### src/rtl/pio_clkdiv_sched.sv
// Per-state-machine fractional clock-enable generator for the PIO block.
// Each SM divides the system clock by INT + FRAC/2^FRAC_W and emits single-cycle tick pulses.
module pio_clkdiv_sched #(
    parameter int NUM_SM = 4,
    parameter int INT_W  = 16,
    parameter int FRAC_W = 8,
    localparam int SEL_W = (NUM_SM > 1) ? $clog2(NUM_SM) : 1
) (
    input  logic              clock,
    input  logic              reset,
    input  logic              cfg_valid,
    output logic              cfg_ready,
    input  logic [SEL_W-1:0]  cfg_sel,
    input  logic [INT_W-1:0]  cfg_int,
    input  logic [FRAC_W-1:0] cfg_frac,
    input  logic [NUM_SM-1:0] en,
    input  logic [NUM_SM-1:0] restart,
    output logic [NUM_SM-1:0] tick
);

    localparam logic [INT_W:0]   CNT_ONE  = {{INT_W{1'b0}}, 1'b1};
    localparam logic [INT_W:0]   CNT_FULL = {1'b1, {INT_W{1'b0}}};
    localparam logic [INT_W-1:0] INT_ONE  = {{(INT_W-1){1'b0}}, 1'b1};

    // An integer divisor field of zero stands for the full 2^INT_W range.
    function automatic logic [INT_W:0] int_eff(input logic [INT_W-1:0] div_int);
        int_eff = (div_int == {INT_W{1'b0}}) ? CNT_FULL : {1'b0, div_int};
    endfunction

    logic [NUM_SM-1:0] w_pend_vec;

    // Config port accepts unless the target SM still holds an unapplied divisor.
    always_comb begin
        cfg_ready = 1'b1;
        if (int'(cfg_sel) < NUM_SM) begin
            cfg_ready = ~w_pend_vec[cfg_sel];
        end else begin
            cfg_ready = 1'b1;
        end
    end

    for (genvar g = 0; g < NUM_SM; g++) begin : g_sm
        logic [INT_W:0]    r_cnt;
        logic [FRAC_W-1:0] r_facc;
        logic [INT_W-1:0]  r_act_int;
        logic [FRAC_W-1:0] r_act_frac;
        logic [INT_W-1:0]  r_pnd_int;
        logic [FRAC_W-1:0] r_pnd_frac;
        logic              r_pend;
        logic              r_tick;

        logic              w_accept;
        logic              w_wrap;
        logic              w_apply;
        logic [INT_W-1:0]  w_div_int;
        logic [FRAC_W-1:0] w_div_frac;
        logic [FRAC_W:0]   w_facc_sum;
        logic [INT_W:0]    w_reload;

        // Wrap/apply decode; a divisor applied on a wrap already governs that reload.
        always_comb begin
            w_accept   = cfg_valid & cfg_ready & (int'(cfg_sel) == g);
            w_wrap     = en[g] & (r_cnt <= CNT_ONE);
            w_apply    = r_pend & (w_wrap | ~en[g] | restart[g]);
            w_div_int  = w_apply ? r_pnd_int  : r_act_int;
            w_div_frac = w_apply ? r_pnd_frac : r_act_frac;
            w_facc_sum = {1'b0, r_facc} + {1'b0, w_div_frac};
            w_reload   = int_eff(w_div_int) + {{INT_W{1'b0}}, w_facc_sum[FRAC_W]};
        end

        // Period counter, fractional accumulator, divisor registers and tick pulse.
        always_ff @(posedge clock) begin
            if (!reset) begin
                r_cnt      <= CNT_ONE;
                r_facc     <= {FRAC_W{1'b0}};
                r_act_int  <= INT_ONE;
                r_act_frac <= {FRAC_W{1'b0}};
                r_pnd_int  <= INT_ONE;
                r_pnd_frac <= {FRAC_W{1'b0}};
                r_pend     <= 1'b0;
                r_tick     <= 1'b0;
            end else begin
                r_tick <= w_wrap & ~restart[g];
                if (restart[g]) begin
                    r_cnt  <= CNT_ONE;
                    r_facc <= {FRAC_W{1'b0}};
                end else if (w_wrap) begin
                    r_cnt  <= w_reload;
                    r_facc <= w_facc_sum[FRAC_W-1:0];
                end else if (en[g]) begin
                    r_cnt  <= r_cnt - CNT_ONE;
                    r_facc <= r_facc;
                end else begin
                    r_cnt  <= r_cnt;
                    r_facc <= r_facc;
                end
                // Accept and apply are exclusive: accept needs pend clear, apply needs it set.
                if (w_apply) begin
                    r_act_int  <= r_pnd_int;
                    r_act_frac <= r_pnd_frac;
                    r_pend     <= 1'b0;
                end else if (w_accept) begin
                    r_pnd_int  <= cfg_int;
                    r_pnd_frac <= cfg_frac;
                    r_pend     <= 1'b1;
                end else begin
                    r_pend     <= r_pend;
                end
            end
        end

        assign w_pend_vec[g] = r_pend;
        assign tick[g]       = r_tick;
    end

endmodule

### config.mk
export PLATFORM = sky130hd
export DESIGN_NAME = pio_clkdiv_sched
export DESIGN_NICKNAME = d
export VERILOG_FILES = /design/src/rtl/pio_clkdiv_sched.sv
export SDC_FILE = /design/constraint.sdc
export NUM_CORES = 1
export LEC_CHECK = 0
export ABC_AREA = 1
export CAP_MARGIN = 20
export CELL_PAD_IN_SITES_DETAIL_PLACEMENT = 1
export CELL_PAD_IN_SITES_GLOBAL_PLACEMENT = 2
export CORE_MARGIN = 2
export CORE_UTILIZATION = 36
export CTS_CLUSTER_DIAMETER = 30
export CTS_CLUSTER_SIZE = 14
export DETAILED_ROUTE_END_ITERATION = 10
export PLACE_DENSITY = 0.8
export SYNTH_ARGS = -nofsm -noshare
export SYNTH_HDL_FRONTEND = slang
export SYNTH_SLANG_ARGS = --single-unit
### constraint.sdc
create_clock -name clock -period 5.1 [get_ports clock]
set_input_delay 0.765 -clock clock [delete_from_list [all_inputs] [get_ports clock]]
set_output_delay 0.765 -clock clock [all_outputs]
set_load 0.01 [all_outputs]
==> impl_metrics.tcl, run 1 <==
set metrics [dict create \
    status "completed" \
    num_io_pins 42 \
    layout_commonest_cell "nand2_1" \
    holdWs_ps 449.2 \
    std_cell_rows 77 \
    synth_xor_area_share_pct 3.342 \
    setup_tns_ps 0 \
    die-height_um 216.4 \
    setup_viol 0 \
    grt_max_degree 90 \
    critPathMaxFanout 12 \
    hold_end "g_sm[2].r_pnd_frac[7]" \
    r2r_slack_ps 670 \
    layout.area.seq_um2 6006 \
    maxCapViolCount 0 \
    drc 0 \
    fillers 5604 \
    cts_tree "built" \
    synth-seq-cells 300 \
    yosysSeqAreaShare_pct 36.97 \
    worst_pin_slew_ps 927.4 \
    max_freq_mhz 225.9 \
    synth-compound-area-share_pct 19.05 \
    multi_input_area_um2 8494 \
    drt_pre_antenna_iters 5 \
    endpoint_kind "flop" \
    drt_wl_total_mm 49.51 \
    root_buffer "clkbuf_16" \
    htree_levels 3 \
    pre_cts_slack_ps 339.3 \
    synth_top_family_by_area "simple AND/OR/NAND/NOR gates" \
    cts-resized-gates 0 \
    die_x_um 216.4 \
    critical_path_arrival_ps 4950 \
    clockBufferDepth 3 \
    antenna_left 0 \
    synth_mux_area_share_pct 0 \
    slowest_stage "fa_1" \
    start_util_pct 36.58 \
    cts-buffers-inserted 88 \
    dp.cells 2931 \
    final.setup.worst_slack_ps 673.2 \
    critPathKind "reg -> reg" \
    syn_area_per_cell_um2 6.826 \
    synth_ff_type "dfxtp_1" \
    antennaDiodeCount 0 \
    timing.final.crit_share_pct 86.80 \
    slew_headroom_pct 38.11 \
    portBuffers 41 \
    cts.sink_count 300 \
    post-route-min-period_ps 4427 \
    worstPathRequired_ps 5620 \
    grtUsageTotal_pct 21.65 \
    max_stage_delay_ps 410 \
    yosys.area_share.adder_pct 4.189 \
    wl_per_cell_um 16.01 \
    post-route-util_pct 45.14 \
    core_um2 44410 \
    grt_remaining_overflow 0 \
    cts_setup_buffers 0 \
    synthDistinctLibCells 49 \
    synth-async-reset-ratio_pct 0 \
    synth_fp_nets 2469 \
    cp_common_cell "nand2_1" \
    antenna_found_initial 0 \
    synthSimpleGateAreaFrac_pct 25.68 \
    whs_path_depth 2 \
    hp-start "g_sm[2].r_pnd_frac[7]" \
    gp_congestion 0.8164 \
    final_nets 2518 \
    regToRegEndpoint "g_sm[3].r_cnt[8]" \
    synth_cells 2380 \
    final_layout_size_suffix_gt1_share_pct 11.64 \
    crit_path_start_kind "flop" \
    clkLatencyLatePin_ps 600 \
    synth_top_cell_area_share_pct 36.97 \
    ir_worst_vdd_mv 0.2783 \
    holdBufCountCts 0 \
    vias 15310 \
    yosys.area.top_type "dfxtp_1" \
    leakage_uw 0.008566 \
    cp_num_buf_inv 2 \
    layout.cells.non_filler 3092 \
    path_delay_family "simple AND/OR/NAND/NOR gates" \
    synth-edff-count 0 \
    die_area_um2 46850 \
    final_cell_mix "nand2_1, inv_1, nor2_1" \
    hp-class "reg -> reg" \
    final-hold-violation-count 0 \
    r2r_cells 28 \
    yosys-top-cells-area "dfxtp_1, nand2_1, o21ai_0" \
    dp_hpwl_mm 34.21 \
    clock_skew_ps 21.90 \
    syn_to_final_growth_pct 23.40 \
    rsz0062_at_grt "false" \
    grt_pass1_wl_mm 82.61 \
    rr_startpoint "g_sm[3].r_cnt[9]" \
    slew_violations 0 \
    grt_pass1_vias 16060 \
    cts.clk_slew.worst_paths_ps 40 \
    syn_area_um2 16250 \
    p_per_area_nw_per_um2 440.0 \
    ys_warn_count 0 \
    vias_per_cell 4.953 \
    first_iter_violations 672 \
]
[per-layer routing]
layer	wire length, µm	track usage [%]	vias to the layer above	share of wire (%)
li1	-	-	7795	-
met1	23750	28.13	7245	48
met2	22690	35.75	180	46
met3	1478	4.000	94	3.0
met4	1588	8.014	0	3.2
met5	0	0	-	0
[cell type report]
| cell class | instances | share of cell area (%) |
|---|---|---|
| Clock buffer | 124 | 12.61 |
| Sequential cell | 300 | 29.96 |
| Inverter | 321 | 6.023 |
| Timing Repair Buffer | 67 | 3.096 |
| Multi-Input combinational cell | 1651 | 42.37 |
| Clock inverter | 37 | 2.247 |
| Tap cell | 592 | 3.695 |
[registers in the layout, indices dropped and copies added, names as in the netlist]
register	cells
g_sm.r_pend	4
g_sm.r_facc	32
g_sm.r_act_int	64
g_sm.r_act_frac	32
g_sm.r_pnd_frac	32
g_sm.r_cnt	68
g_sm.r_tick	4
g_sm.r_pnd_int	64
[worst reg2reg max path, delay by kind of cell (launching register included)]
| kind | cells | cell delay, ps |
|---|---|---|
| fa+ha+maj | 4 | 1090 |
| simple gates | 14 | 1660 |
| buf+inv | 2 | 180 |
| xor+xnor | 1 | 160 |
| flops | 1 | 360 |
| compound gates | 7 | 910 |
[worst max path at each step]
stage	start	to	slack, ps	cells after the start
floorplan	restart[0]	g_sm[0].r_cnt[8]	900	26
global placement	en[0]	g_sm[0].r_cnt[8]	490	23
detailed placement	en[0]	g_sm[0].r_cnt[8]	340	23
CTS	g_sm[3].r_cnt[0]	g_sm[3].r_cnt[8]	670	28
global route	g_sm[3].r_cnt[0]	g_sm[3].r_cnt[8]	140	28
finish	g_sm[3].r_cnt[9]	g_sm[3].r_cnt[8]	670	28
[per-stage QoR]
stage	instance area, µm²	power [µW]
CTS	20050	8935
global route	20050	9203
floorplan	16250	3174
global placement	17040	3412
detailed placement	17070	3439
finish	20050	8822
[cells in the mapped netlist (21+ instances only)]
cell type    n
nor2_2      30
nand3_1    114
o21ai_0    257
nand4_1     24
a21oi_1    220
nand2_1    421
ha_1        48
dfxtp_1    300
nand2_2     21
inv_1      308
nor2_1     305
clkbuf_1    70
o21ai_1     25
xnor2_1     26
xor2_1      36
[report_power, final]
group          leakage, µW  switching [µW]  internal, µW
registers          0.00244            63.5          2460
logic              0.00465             608           272
clock network      0.00148            1600          3820
[kinds of logic (layout without fill, tap and decap cells)]
| group | count (synthesis) | after routing |
|---|---|---|
| simple gates | 960 | 960 |
| compound gates | 577 | 577 |
| buf+inv | 429 | 549 |
| xor+xnor | 62 | 62 |
| fa+ha+maj | 52 | 52 |
| flops | 300 | 300 |
Note: power is estimated with default switching activity, not from simulation.
==> run 2: changes to the inputs <==
SLEW_MARGIN = 20   (was default)
==> run 2 against run 1 <==
  * Critical path depth is 3 lower
  * Die area stayed put
  * Power is 4.2% higher
  * Flip-flop and latch count stayed put
  * Non-clock buffer count stayed put
  * Clock skew is 2.3 ps lower
  * Critical endpoint is now g_sm[0].r_cnt[8]
  * Highest routed layer unchanged
==> impl_metrics.tcl, run 2 (synthesized netlist as in run 1, its figures left out) <==
set metrics [dict create \
    status "completed" \
    portBuffers 41 \
    clock_skew_ps 19.59 \
    clockBufferDepth 3 \
    path_delay_family "simple AND/OR/NAND/NOR gates" \
    crit_path_start_kind "flop" \
    grtUsageTotal_pct 21.25 \
    hp-class "reg -> reg" \
    leakage_uw 0.008643 \
    cts_tree "built" \
    slowest_stage "fa_1" \
    htree_levels 3 \
    top_regs "g_sm.r_cnt: 68 flops, g_sm.r_act_int: 64 flops, g_sm.r_pnd_int: 64 flops" \
    max_stage_delay_ps 400 \
    max_freq_mhz 226.7 \
    setup_viol 0 \
    whs_path_depth 2 \
    largest-register "g_sm.r_cnt" \
    cp_num_buf_inv 1 \
    r2r_cells 25 \
    gp_congestion 0.8164 \
    layout_commonest_cell "nand2_1" \
    worst_pin_slew_ps 909.9 \
    cts-buffers-inserted 88 \
    cts.clk_slew.worst_paths_ps 40 \
    grt_pass1_vias 15980 \
    antenna_left 0 \
    slew_headroom_pct 39.27 \
    rr_startpoint "g_sm[0].r_cnt[0]" \
    std_cell_rows 77 \
    vias 15310 \
    wl_per_cell_um 15.81 \
    vias_per_cell 4.952 \
    die_area_um2 46850 \
    p_per_area_nw_per_um2 454.6 \
    setup_tns_ps 0 \
    syn_to_final_growth_pct 24.45 \
    dp_hpwl_mm 34.08 \
    cts_setup_buffers 0 \
    cts-resized-gates 0 \
    ir_worst_vdd_mv 0.2753 \
    final_nets 2518 \
    holdBufCountCts 0 \
    die_x_um 216.4 \
    drt_pre_antenna_iters 5 \
    cts.sink_count 300 \
    post-route-min-period_ps 4411 \
    critical_path_arrival_ps 4890 \
    slew_violations 0 \
    rsz0062_at_grt "false" \
    final_cell_mix "nand2_1, inv_1, nor2_1" \
    start_util_pct 36.58 \
    design_power_total_uw 9191 \
    maxCapViolCount 0 \
    dp.cells 2931 \
    fillers 5531 \
    first_iter_violations 651 \
    worstPathRequired_ps 5580 \
    drt_wl_total_mm 48.87 \
    timing.final.crit_share_pct 86.49 \
    r2r_slack_ps 690 \
    grt_remaining_overflow 0 \
    num_io_pins 42 \
    largest_register_ffs 68 \
    layout.cells.non_filler 3092 \
    final_layout_size_suffix_gt1_share_pct 11.76 \
    core_um2 44410 \
    antennaDiodeCount 0 \
    grt_pass1_wl_mm 81.35 \
    grt_max_degree 90 \
    post-route-util_pct 45.53 \
    clkLatencyLatePin_ps 600 \
    critPathKind "reg -> reg" \
    final-hold-violation-count 0 \
    endpoint_kind "flop" \
    path_depth 25 \
    regToRegEndpoint "g_sm[0].r_cnt[8]" \
    antenna_found_initial 0 \
    hold_end "g_sm[3].r_pnd_frac[4]" \
    drc 0 \
    root_buffer "clkbuf_16" \
    hp-start "g_sm[3].r_pnd_frac[4]" \
    die-height_um 216.4 \
    critPathMaxFanout 13 \
]
==> run 2: worst max-delay path by stage <==
stage	start	to	slack (ps)
detailed placement	en[0]	g_sm[0].r_cnt[8]	370
global placement	en[0]	g_sm[0].r_cnt[8]	490
finish	g_sm[0].r_cnt[0]	g_sm[0].r_cnt[8]	690
floorplan	restart[0]	g_sm[0].r_cnt[8]	900
CTS	g_sm[0].r_cnt[0]	g_sm[0].r_cnt[8]	640
global route	g_sm[3].r_cnt[0]	g_sm[3].r_cnt[8]	200
==> run 2: layout make-up <==
class	count	area (µm²)	area share [%]
Tap cell	592	740.7	3.663
Clock buffer	116	2449	12.11
Clock inverter	45	714.4	3.533
Inverter	321	1207	5.972
Timing Repair Buffer	67	608.1	3.007
Multi-Input combinational cell	1651	8494	42.01
Sequential cell	300	6006	29.70
==> run 2: where the power goes <==
group / internal, µW / total (µW) / switching (µW)
combinational: 271 / 876 / 605
clock: 4200 / 5790 / 1600
sequential: 2460 / 2520 / 63.5
==> run 2: through the flow <==
stage | setup slack [ps] | cell area (µm²) | hold slack [ps]
2_1_floorplan | 900.0 | 16250 | 424.5
3_3_place_gp | 488.8 | 17040 | 439.8
3_5_place_dp | 367.3 | 17060 | 446.1
4_1_cts | 641.2 | 20220 | 452.3
5_1_grt | 196.3 | 20220 | 467.0
6_report | 689.0 | 20220 | 447.2
==> run 2: worst register-to-register path, cell delays in order, from the launching register on <==
cell and delay (ps):
dfxtp_1 390, ha_1 170, nand2_1 50, nor3_1 190, nand3_2 170, nand4_4 210, nand2_4 130, o21ai_0 300
ha_1 230, inv_1 50, fa_1 400, o21ai_0 290, a21oi_1 110, nor2_1 100, nor2_1 60, o21ai_0 160
a21o_1 140, ha_1 180, ha_1 220, nand2_1 80, nor2_2 150, nand2_1 90, nor2_1 120, nor2_1 50
o21ai_0 160, a21oi_1 80
==> run 2: per-layer routing <==
| metal | track usage, % | part of all wire, % | up-vias |
|---|---|---|---|
| met5 | 0 | 0 | - |
| met4 | 7.329 | 2.3 | 0 |
| met3 | 4.028 | 2.9 | 80 |
| met2 | 35.06 | 46 | 170 |
| met1 | 27.77 | 49 | 7265 |
| li1 | - | - | 7797 |
